### config.mk
export PLATFORM = sky130hd
export DESIGN_NAME = simd_mac_cfu_flat
export DESIGN_NICKNAME = d
export VERILOG_FILES = /design/src/rtl/simd_mac_cfu_pkg.sv /design/src/rtl/simd_mac_cfu_if.sv /design/src/rtl/simd_mac_cfu_lanes.sv /design/src/rtl/simd_mac_cfu.sv /design/src/flat_wrapper.sv
export SDC_FILE = /design/constraint.sdc
export NUM_CORES = 2
export LEC_CHECK = 0
export ABC_AREA = 1
export CORE_ASPECT_RATIO = 1.25
export CORE_UTILIZATION = 45
export DETAILED_ROUTE_END_ITERATION = 12
export PLACE_DENSITY = 0.66
export SETUP_SLACK_MARGIN = 0.4
export SLEW_MARGIN = 0
export SYNTH_ARGS = -nofsm -noshare
export SYNTH_HDL_FRONTEND = slang
export SYNTH_SLANG_ARGS = --single-unit
### constraint.sdc
create_clock -name clk -period 11.93 [get_ports clk]
set_clock_uncertainty 0.05 [all_clocks]
set_input_delay 2.386 -clock clk [delete_from_list [all_inputs] [get_ports clk]]
set_output_delay 2.386 -clock clk [all_outputs]
set_load 0.01 [all_outputs]
### src/rtl/simd_mac_cfu_pkg.sv
// simd_mac_cfu_pkg: opcodes, FSM states, accumulator width and saturating add for simd_mac_cfu
package simd_mac_cfu_pkg;
   localparam int ACC_W = 32;
   typedef enum logic [2:0] {
      OP_ADD, OP_SUB, OP_MUL, OP_MAC, OP_CLEAR, OP_READ, OP_SETOFF, OP_WRITE
   } op_e;
   typedef enum logic [1:0] {IDLE, BUSY, RESP} state_e;
   // Signed 32-bit add clamped to 0x7FFFFFFF / 0x80000000 on overflow
   function automatic logic [ACC_W-1:0] sat_add(input logic [ACC_W-1:0] a, input logic [ACC_W-1:0] b);
      logic [ACC_W:0] s;
      s = {a[ACC_W-1], a} + {b[ACC_W-1], b};
      return (s[ACC_W] == s[ACC_W-1]) ? s[ACC_W-1:0] : (s[ACC_W] ? 32'h8000_0000 : 32'h7FFF_FFFF);
   endfunction
endpackage

### src/rtl/simd_mac_cfu_if.sv
// simd_mac_cfu_if: CPU custom-instruction command/response bus
//   master (CPU): drives cmd_valid, cmd_payload_*, rsp_ready
//   slave (CFU):  drives cmd_ready, rsp_valid, rsp_payload_outputs_0
interface simd_mac_cfu_if;
   logic        cmd_valid;
   logic        cmd_ready;
   logic [9:0]  cmd_payload_function_id;
   logic [31:0] cmd_payload_inputs_0;
   logic [31:0] cmd_payload_inputs_1;
   logic        rsp_valid;
   logic        rsp_ready;
   logic [31:0] rsp_payload_outputs_0;
   modport master(output cmd_valid, cmd_payload_function_id, cmd_payload_inputs_0, cmd_payload_inputs_1, rsp_ready,
                  input cmd_ready, rsp_valid, rsp_payload_outputs_0);
   modport slave(input cmd_valid, cmd_payload_function_id, cmd_payload_inputs_0, cmd_payload_inputs_1, rsp_ready,
                 output cmd_ready, rsp_valid, rsp_payload_outputs_0);
endinterface

### src/rtl/simd_mac_cfu_lanes.sv
// simd_mac_lanes: packed-lane offset multiply + adder tree and 32-bit multiply, behind a MUL_STAGES-deep pipeline
//   in:  clk, reset, in_valid/in_mac/in_sel tags, a, b operands, offset (signed LANE_W+1 bits)
//   out: out_valid/out_mac/out_sel tags, out_sum (lane dot product, 32-bit), out_mul (low 32 bits of a*b)
module simd_mac_lanes #(
   parameter int LANE_W = 8,
   parameter int SEL_W = 2,
   parameter int MUL_STAGES = 2
) (
   input  logic              clk,
   input  logic              reset,
   input  logic              in_valid,
   input  logic              in_mac,
   input  logic [SEL_W-1:0]  in_sel,
   input  logic [31:0]       a,
   input  logic [31:0]       b,
   input  logic signed [LANE_W:0] offset,
   output logic              out_valid,
   output logic              out_mac,
   output logic [SEL_W-1:0]  out_sel,
   output logic [31:0]       out_sum,
   output logic [31:0]       out_mul
);
   localparam int LANES = 32 / LANE_W;
   localparam int PW = 2 * LANE_W + 4;
   localparam int SW = PW + 2;
   typedef struct packed {
      logic             valid;
      logic             mac;
      logic [SEL_W-1:0] sel;
      logic [31:0]      sum;
      logic [31:0]      mul;
   } pipe_t;
   logic signed [LANE_W+1:0] ao;
   logic signed [PW-1:0] prod;
   logic signed [SW-1:0] dot;
   pipe_t st_in, st_out;
   always_comb begin
      dot = '0;
      ao = '0;
      prod = '0;
      for (int i = 0; i < LANES; i++) begin
         ao = (LANE_W+2)'($signed(a[i*LANE_W +: LANE_W])) + (LANE_W+2)'(offset);
         prod = PW'(ao) * PW'($signed(b[i*LANE_W +: LANE_W]));
         dot = dot + SW'(prod);
      end
   end
   assign st_in = '{valid: in_valid, mac: in_mac, sel: in_sel, sum: 32'(dot), mul: a * b};
   if (MUL_STAGES == 0) begin : g_comb
      assign st_out = st_in;
   end else begin : g_pipe
      pipe_t q [MUL_STAGES];
      always_ff @(posedge clk) begin
         if (reset) begin
            for (int s = 0; s < MUL_STAGES; s++) q[s] <= '0;
         end else begin
            q[0] <= st_in;
            for (int s = 1; s < MUL_STAGES; s++) q[s] <= q[s-1];
         end
      end
      assign st_out = q[MUL_STAGES-1];
   end
   assign out_valid = st_out.valid;
   assign out_mac = st_out.mac;
   assign out_sel = st_out.sel;
   assign out_sum = st_out.sum;
   assign out_mul = st_out.mul;
endmodule

### src/rtl/simd_mac_cfu.sv
// simd_mac_cfu: quantised-conv CFU with scalar ADD/SUB/MUL and SIMD MAC into NUM_ACC accumulators
//   clk, reset (sync, active-high); bus: simd_mac_cfu_if.slave command/response port
//   CFU_MAC_SAT_EN: when defined, MAC accumulation saturates to signed 32-bit instead of wrapping
module simd_mac_cfu
   import simd_mac_cfu_pkg::*;
#(
   parameter int LANE_W = 8,
   parameter int NUM_ACC = 4,
   parameter int MUL_STAGES = 2
) (
   input logic clk,
   input logic reset,
   simd_mac_cfu_if.slave bus
);
   localparam int SEL_W = (NUM_ACC > 1) ? $clog2(NUM_ACC) : 1;
   state_e state, state_n;
   logic [2:0] cnt;
   logic [ACC_W-1:0] acc [NUM_ACC];
   logic signed [LANE_W:0] offset;
   logic [ACC_W-1:0] rsp_data, rsp_d, mac_new, a, b, psum, pmul;
   logic [SEL_W-1:0] sel, psel;
   logic accept, mul_path, pvalid, pmac;
   op_e op;
   assign a = bus.cmd_payload_inputs_0;
   assign b = bus.cmd_payload_inputs_1;
   assign op = op_e'(bus.cmd_payload_function_id[2:0]);
   // Out-of-range selects wrap because NUM_ACC is a power of two
   assign sel = bus.cmd_payload_function_id[3 +: SEL_W] & SEL_W'(NUM_ACC - 1);
   assign mul_path = (op == OP_MUL) || (op == OP_MAC);
   assign accept = bus.cmd_valid && (state == IDLE);
   assign bus.cmd_ready = (state == IDLE);
   assign bus.rsp_valid = (state == RESP);
   assign bus.rsp_payload_outputs_0 = rsp_data;
   simd_mac_lanes #(.LANE_W(LANE_W), .SEL_W(SEL_W), .MUL_STAGES(MUL_STAGES)) u_lanes (
      .clk(clk), .reset(reset),
      .in_valid(accept && mul_path), .in_mac(op == OP_MAC), .in_sel(sel),
      .a(a), .b(b), .offset(offset),
      .out_valid(pvalid), .out_mac(pmac), .out_sel(psel), .out_sum(psum), .out_mul(pmul)
   );
`ifdef CFU_MAC_SAT_EN
   assign mac_new = sat_add(acc[psel], psum);
`else
   assign mac_new = acc[psel] + psum;
`endif
   assign rsp_d = (op == OP_ADD) ? a + b :
                  (op == OP_SUB) ? a - b :
                  (op == OP_CLEAR || op == OP_READ) ? acc[sel] :
                  (op == OP_SETOFF) ? '0 : a;
   always_comb begin
      state_n = state;
      unique case (state)
         IDLE: if (accept) state_n = (mul_path && MUL_STAGES > 0) ? BUSY : RESP;
         BUSY: if (cnt == 3'(MUL_STAGES - 1)) state_n = RESP;
         RESP: if (bus.rsp_ready) state_n = IDLE;
         default: state_n = IDLE;
      endcase
   end
   // Pipeline output lines up with the edge that enters RESP, so MUL/MAC results land here
   always_ff @(posedge clk) begin
      if (reset) begin
         state <= IDLE;
         cnt <= '0;
         offset <= '0;
         rsp_data <= '0;
         for (int i = 0; i < NUM_ACC; i++) acc[i] <= '0;
      end else begin
         state <= state_n;
         cnt <= (state == BUSY) ? cnt + 3'd1 : 3'd0;
         if (pvalid) begin
            rsp_data <= pmac ? mac_new : pmul;
            if (pmac) acc[psel] <= mac_new;
         end
         if (accept && !mul_path) begin
            rsp_data <= rsp_d;
            if (op == OP_CLEAR) acc[sel] <= '0;
            if (op == OP_WRITE) acc[sel] <= a;
            if (op == OP_SETOFF) offset <= a[LANE_W:0];
         end
      end
   end
endmodule

### src/flat_wrapper.sv
// flat-port wrapper written by rule: the top's interface ports become plain ports
module simd_mac_cfu_flat import simd_mac_cfu_pkg::*;
#(
   parameter int LANE_W = 8,
   parameter int NUM_ACC = 4,
   parameter int MUL_STAGES = 2
)
  (clk, reset, bus_cmd_valid, bus_cmd_payload_function_id, bus_cmd_payload_inputs_0, bus_cmd_payload_inputs_1, bus_rsp_ready, bus_cmd_ready, bus_rsp_valid, bus_rsp_payload_outputs_0);
  simd_mac_cfu_if bus_i ();
  input logic clk;
  input logic reset;
  input wire logic [$bits(bus_i.cmd_valid)-1:0] bus_cmd_valid;
  input wire logic [$bits(bus_i.cmd_payload_function_id)-1:0] bus_cmd_payload_function_id;
  input wire logic [$bits(bus_i.cmd_payload_inputs_0)-1:0] bus_cmd_payload_inputs_0;
  input wire logic [$bits(bus_i.cmd_payload_inputs_1)-1:0] bus_cmd_payload_inputs_1;
  input wire logic [$bits(bus_i.rsp_ready)-1:0] bus_rsp_ready;
  output wire logic [$bits(bus_i.cmd_ready)-1:0] bus_cmd_ready;
  output wire logic [$bits(bus_i.rsp_valid)-1:0] bus_rsp_valid;
  output wire logic [$bits(bus_i.rsp_payload_outputs_0)-1:0] bus_rsp_payload_outputs_0;
  assign bus_i.cmd_valid = bus_cmd_valid;
  assign bus_i.cmd_payload_function_id = bus_cmd_payload_function_id;
  assign bus_i.cmd_payload_inputs_0 = bus_cmd_payload_inputs_0;
  assign bus_i.cmd_payload_inputs_1 = bus_cmd_payload_inputs_1;
  assign bus_i.rsp_ready = bus_rsp_ready;
  assign bus_cmd_ready = bus_i.cmd_ready;
  assign bus_rsp_valid = bus_i.rsp_valid;
  assign bus_rsp_payload_outputs_0 = bus_i.rsp_payload_outputs_0;
  simd_mac_cfu #(.LANE_W(LANE_W), .NUM_ACC(NUM_ACC), .MUL_STAGES(MUL_STAGES)) u_core (.clk(clk), .reset(reset), .bus(bus_i));
endmodule
==> results.rst <==
.. list-table::
   :header-rows: 1

   * - Metric
     - Value
   * - Share of post-route cells with drive strength above 1
     - 4.05%
   * - Per-instance average area after synthesis
     - 7.49 sq um
   * - Critical-path cell with the highest stage delay
     - sky130_fd_sc_hd__clkdlybuf4s50_1
   * - Max incr delay on CP
     - around 0.83 ns
   * - Final layout net count
     - between 7000 and 8000
   * - Number of H-tree levels
     - 1
   * - Worst Hold Path Cells
     - 2
   * - Post-synthesis cell count
     - 6763
   * - Syn. warnings
     - 0
   * - Starting density of the core
     - 45.4%
   * - Post-synthesis cell type with the largest combined area
     - sky130_fd_sc_hd__fa_1
   * - Clock latency reported for the late side of the worst-skew pair
     - 0.59 ns
   * - Starting DRT DRC Count
     - 4942
   * - Quantity of I/O buffers inserted on ports
     - 106
   * - Crit path max fanout
     - 7
   * - Detailed-router iteration count before antenna repair
     - 6
   * - Post-synth top area share
     - 31.5%
   * - Sequential-to-total area share from yosys stat
     - 13.9%
   * - Synth async-reset ratio
     - 0%
   * - DRC
     - 0
   * - Clock-pin slew of the registers on the worst-case setup and hold paths
     - 0.06 ns
   * - Placement row count
     - 137
   * - Wire length per cell
     - approximately 22 um
   * - Net count after synthesis
     - approximately 8000
   * - Antenna violation net count after detailed routing
     - 0
   * - Antenna violations before repair
     - 10
   * - Syn Std Cell Area
     - 50700 sq um
   * - TritonCTS clock tree
     - done
   * - Slack of the worst reg-to-reg path
     - 3.05 ns
   * - Endpoints failing setup
     - 0
   * - Startpoint Class
     - input port
   * - Area enclosed by the die boundary
     - between 100000 and 150000 sq um
   * - Final hold viol count
     - 0
   * - Top delay family on crit path
     - adder cells
   * - FF+latch count, synth
     - 288
   * - Hold Crit Class
     - flop to flop
   * - Global-route total usage across every layer
     - 32.3%
   * - Final HPWL DP
     - 147000 um
   * - Number of sinks on the clock net
     - 288
   * - Relative max-transition margin
     - 25.7%
   * - Capture instance of the worst register-to-register path
     - u_core.u_lanes.g_pipe.q[0][49]
   * - Setup TNS Final
     - 0 ns
   * - Clock Root Buffer
     - sky130_fd_sc_hd__clkbuf_16
   * - Run status
     - finished, final reports clean
   * - Crit path kind
     - input port to flop
   * - Core area
     - 112000 sq um
   * - RSZ-0062 raised after global routing
     - false
   * - Number of buffers inserted to repair setup after CTS
     - 0
   * - Distinct cells, synth
     - 73
   * - Dominant cells by area after synthesis
     - sky130_fd_sc_hd__fa_1 (31%), sky130_fd_sc_hd__inv_1 (12%), sky130_fd_sc_hd__nand2_1 (11%)
   * - Average vias per placed instance
     - 5.51
   * - End point of the worst hold path
     - u_core.u_lanes.g_pipe.q[0][132]
   * - Register-to-Register Path Depth
     - 31
   * - Arrival time of the worst setup path
     - between 10 and 15 ns
   * - Vias post-DR
     - 45300
   * - Die Span X
     - between 300 and 400 um
   * - Critical path launch point
     - bus_cmd_payload_inputs_0[17]
   * - DIE HEIGHT
     - between 300 and 400 um
   * - Residual overflow from global routing
     - 0
   * - Most common cell type on the critical path
     - sky130_fd_sc_hd__fa_1
   * - Gpl congestion
     - 1.03
   * - Tmin final
     - 10.80 ns
   * - Layout overhead on the synthesized area
     - 6.66%
   * - Post-CTS Hold Buffers
     - 0
   * - Number of global-route vias before repair
     - 44900
   * - Post-cts resize count
     - 0
   * - Global-route wire length before repair
     - 273000 um
   * - Buffer depth of the longest clock path
     - 3
   * - Most frequently used flop master after synthesis
     - sky130_fd_sc_hd__dfxtp_1
   * - Highest clock frequency the design can meet
     - 0.0926 GHz
   * - # IOs
     - about 110
   * - Hold path startpoint
     - u_core.u_lanes.g_pipe.q[0][64]
   * - Required time of the critical path
     - ~12 ns
   * - Number of buffer and inverter instances along the worst setup path
     - 7
   * - Crit Reg-Reg Startpoint
     - u_core.offset[0]
   * - Worst slew pin tran
     - 1.11 ns
   * - Slew Limit Fails
     - 0
   * - Total clock buffers created by CTS
     - 29
   * - Critical path capture point type
     - flop
   * - Maximum number of pins on one net before global-route repair
     - 62
   * - Final routed wirelength across all metal layers
     - around 180000 um
   * - Max-Cap Viols
     - 0
   * - Number of enable-type register cells in the synthesized netlist
     - roughly 130
   * - Final period utilization
     - 90.5%
## layer usage
| metal | vias to the layer above | track usage (%) | part of all wire [%] |
|---|---|---|---|
| met5 | - | 0 | 0.021 |
| met4 | 8 | 20.0 | 7.5 |
| met3 | 525 | 4.99 | 9.2 |
| met2 | 2384 | 50.3 | 44 |
| met1 | 22000 | 42.1 | 39 |
| li1 | 20500 | - | - |
## flip-flops by register name, indices dropped and copies added, names as in the netlist
| register | cells |
|---|---|
| u_core.state | 2 |
| u_core.bus.rsp_payload_outputs_0 | 32 |
| u_core.u_lanes.g_pipe.q | 114 |
| u_core.cnt | 3 |
| u_core.offset | 9 |
| u_core.acc | 128 |
## tightest hold or removal path, cell delays in order, from the launching register on
cell,delay [ns]
sky130_fd_sc_hd__dfxtp_1,0.29
sky130_fd_sc_hd__inv_1,0.04
sky130_fd_sc_hd__nor2_1,0.03
## cell type report
class | count | area, sq um
repair buffers | 209 | 1780
fillers | 11100 | 57500
diodes | 3 | 7.51
clock inverters | 10 | 68.8
well taps | 1459 | 1830
flip-flops and latches | 288 | 7050
clock buffers | 43 | 883
multi-input cells | 4580 | 36300
inverters | 1632 | 6130
## cell usage in the layout, fill, tap and decap left out, drive strengths merged, types with 12 or more instances in the layout
cell / count
a21boi: 18
a21oi: 293
a22oi: 63
a31oi: 13
buf: 114
clkbuf: 43
clkdlybuf4s50: 95
clkinv: 22
dfxtp: 160
edfxtp: 128
fa: 797
ha: 364
inv: 1618
nand2: 1502
nand3: 211
nand3b: 15
nand4: 39
nor2: 625
nor3: 28
o211ai: 12
o21a: 15
o21ai: 276
o21bai: 25
o22ai: 123
or2: 33
xnor2: 34
xor2: 35
## worst max path at each step
| stage | endpoint | depth (start not counted) |
|---|---|---|
| finish | u_core.u_lanes.g_pipe.q[0][49] | 30 |
| global route | u_core.u_lanes.g_pipe.q[0][49] | 33 |
| CTS | u_core.u_lanes.g_pipe.q[0][49] | 33 |
| floorplan | u_core.u_lanes.g_pipe.q[0][49] | 34 |
| global placement | u_core.u_lanes.g_pipe.q[0][49] | 32 |
| detailed placement | u_core.u_lanes.g_pipe.q[0][49] | 33 |
## synth_stat cells (all sizes together), types with 2 or more instances
master,count
o21ai,276
buf,123
xor2,35
fa,797
o311ai,2
or2,33
a21oi,293
nor4,7
dfxtp,160
ha,364
nand2,1502
nand4,39
a31oi,13
a41oi,4
inv,1616
a2bb2oi,4
a32o,9
clkinv,16
o21a,15
a21boi,18
nand3b,15
o221ai,3
o21bai,25
o2111ai,2
edfxtp,128
o31ai,3
a21o,11
xnor2,34
and2,2
a22oi,63
and3,2
nor3,28
clkbuf,140
nand3,211
o22ai,123
o211ai,12
nor2,625
nor3b,3
## kinds of logic (layout without fill, tap and decap cells)
family | after synthesis | count (layout) | synth area share, %
AND/OR/NAND/NOR | 2467 | 2467 | 19.8
AO/OA/AOI/OAI | 883 | 883 | 10.2
flip-flops | 288 | 288 | 13.9
XOR/XNOR | 69 | 69 | 1.22
adder cells (fa/ha/maj) | 1161 | 1161 | 40.5
buffers and inverters | 1895 | 1894 | 14.5
other | 0 | 3 | 0
## stage by stage
step / cells / hold slack, ns / util [%] / area (sq um) / setup slack, ns
final: 8224 / 0.342 / 48.4 / 54100 / 1.13
after global routing: 8222 / 0.360 / 48.4 / 54000 / 0.729
after CTS: 8221 / 0.344 / 48.4 / 54000 / 1.29
after detailed placement: 8168 / 0.335 / 47.6 / 53100 / 0.718
after global placement: 8168 / 0.334 / 47.6 / 53100 / 0.690
after floorplan: 6763 / 0.338 / - / 50700 / 1.84
Power is left out: the tool's default activity adds up to more than one toggle a clock period on the data nets, which glitch-free logic cannot reach.
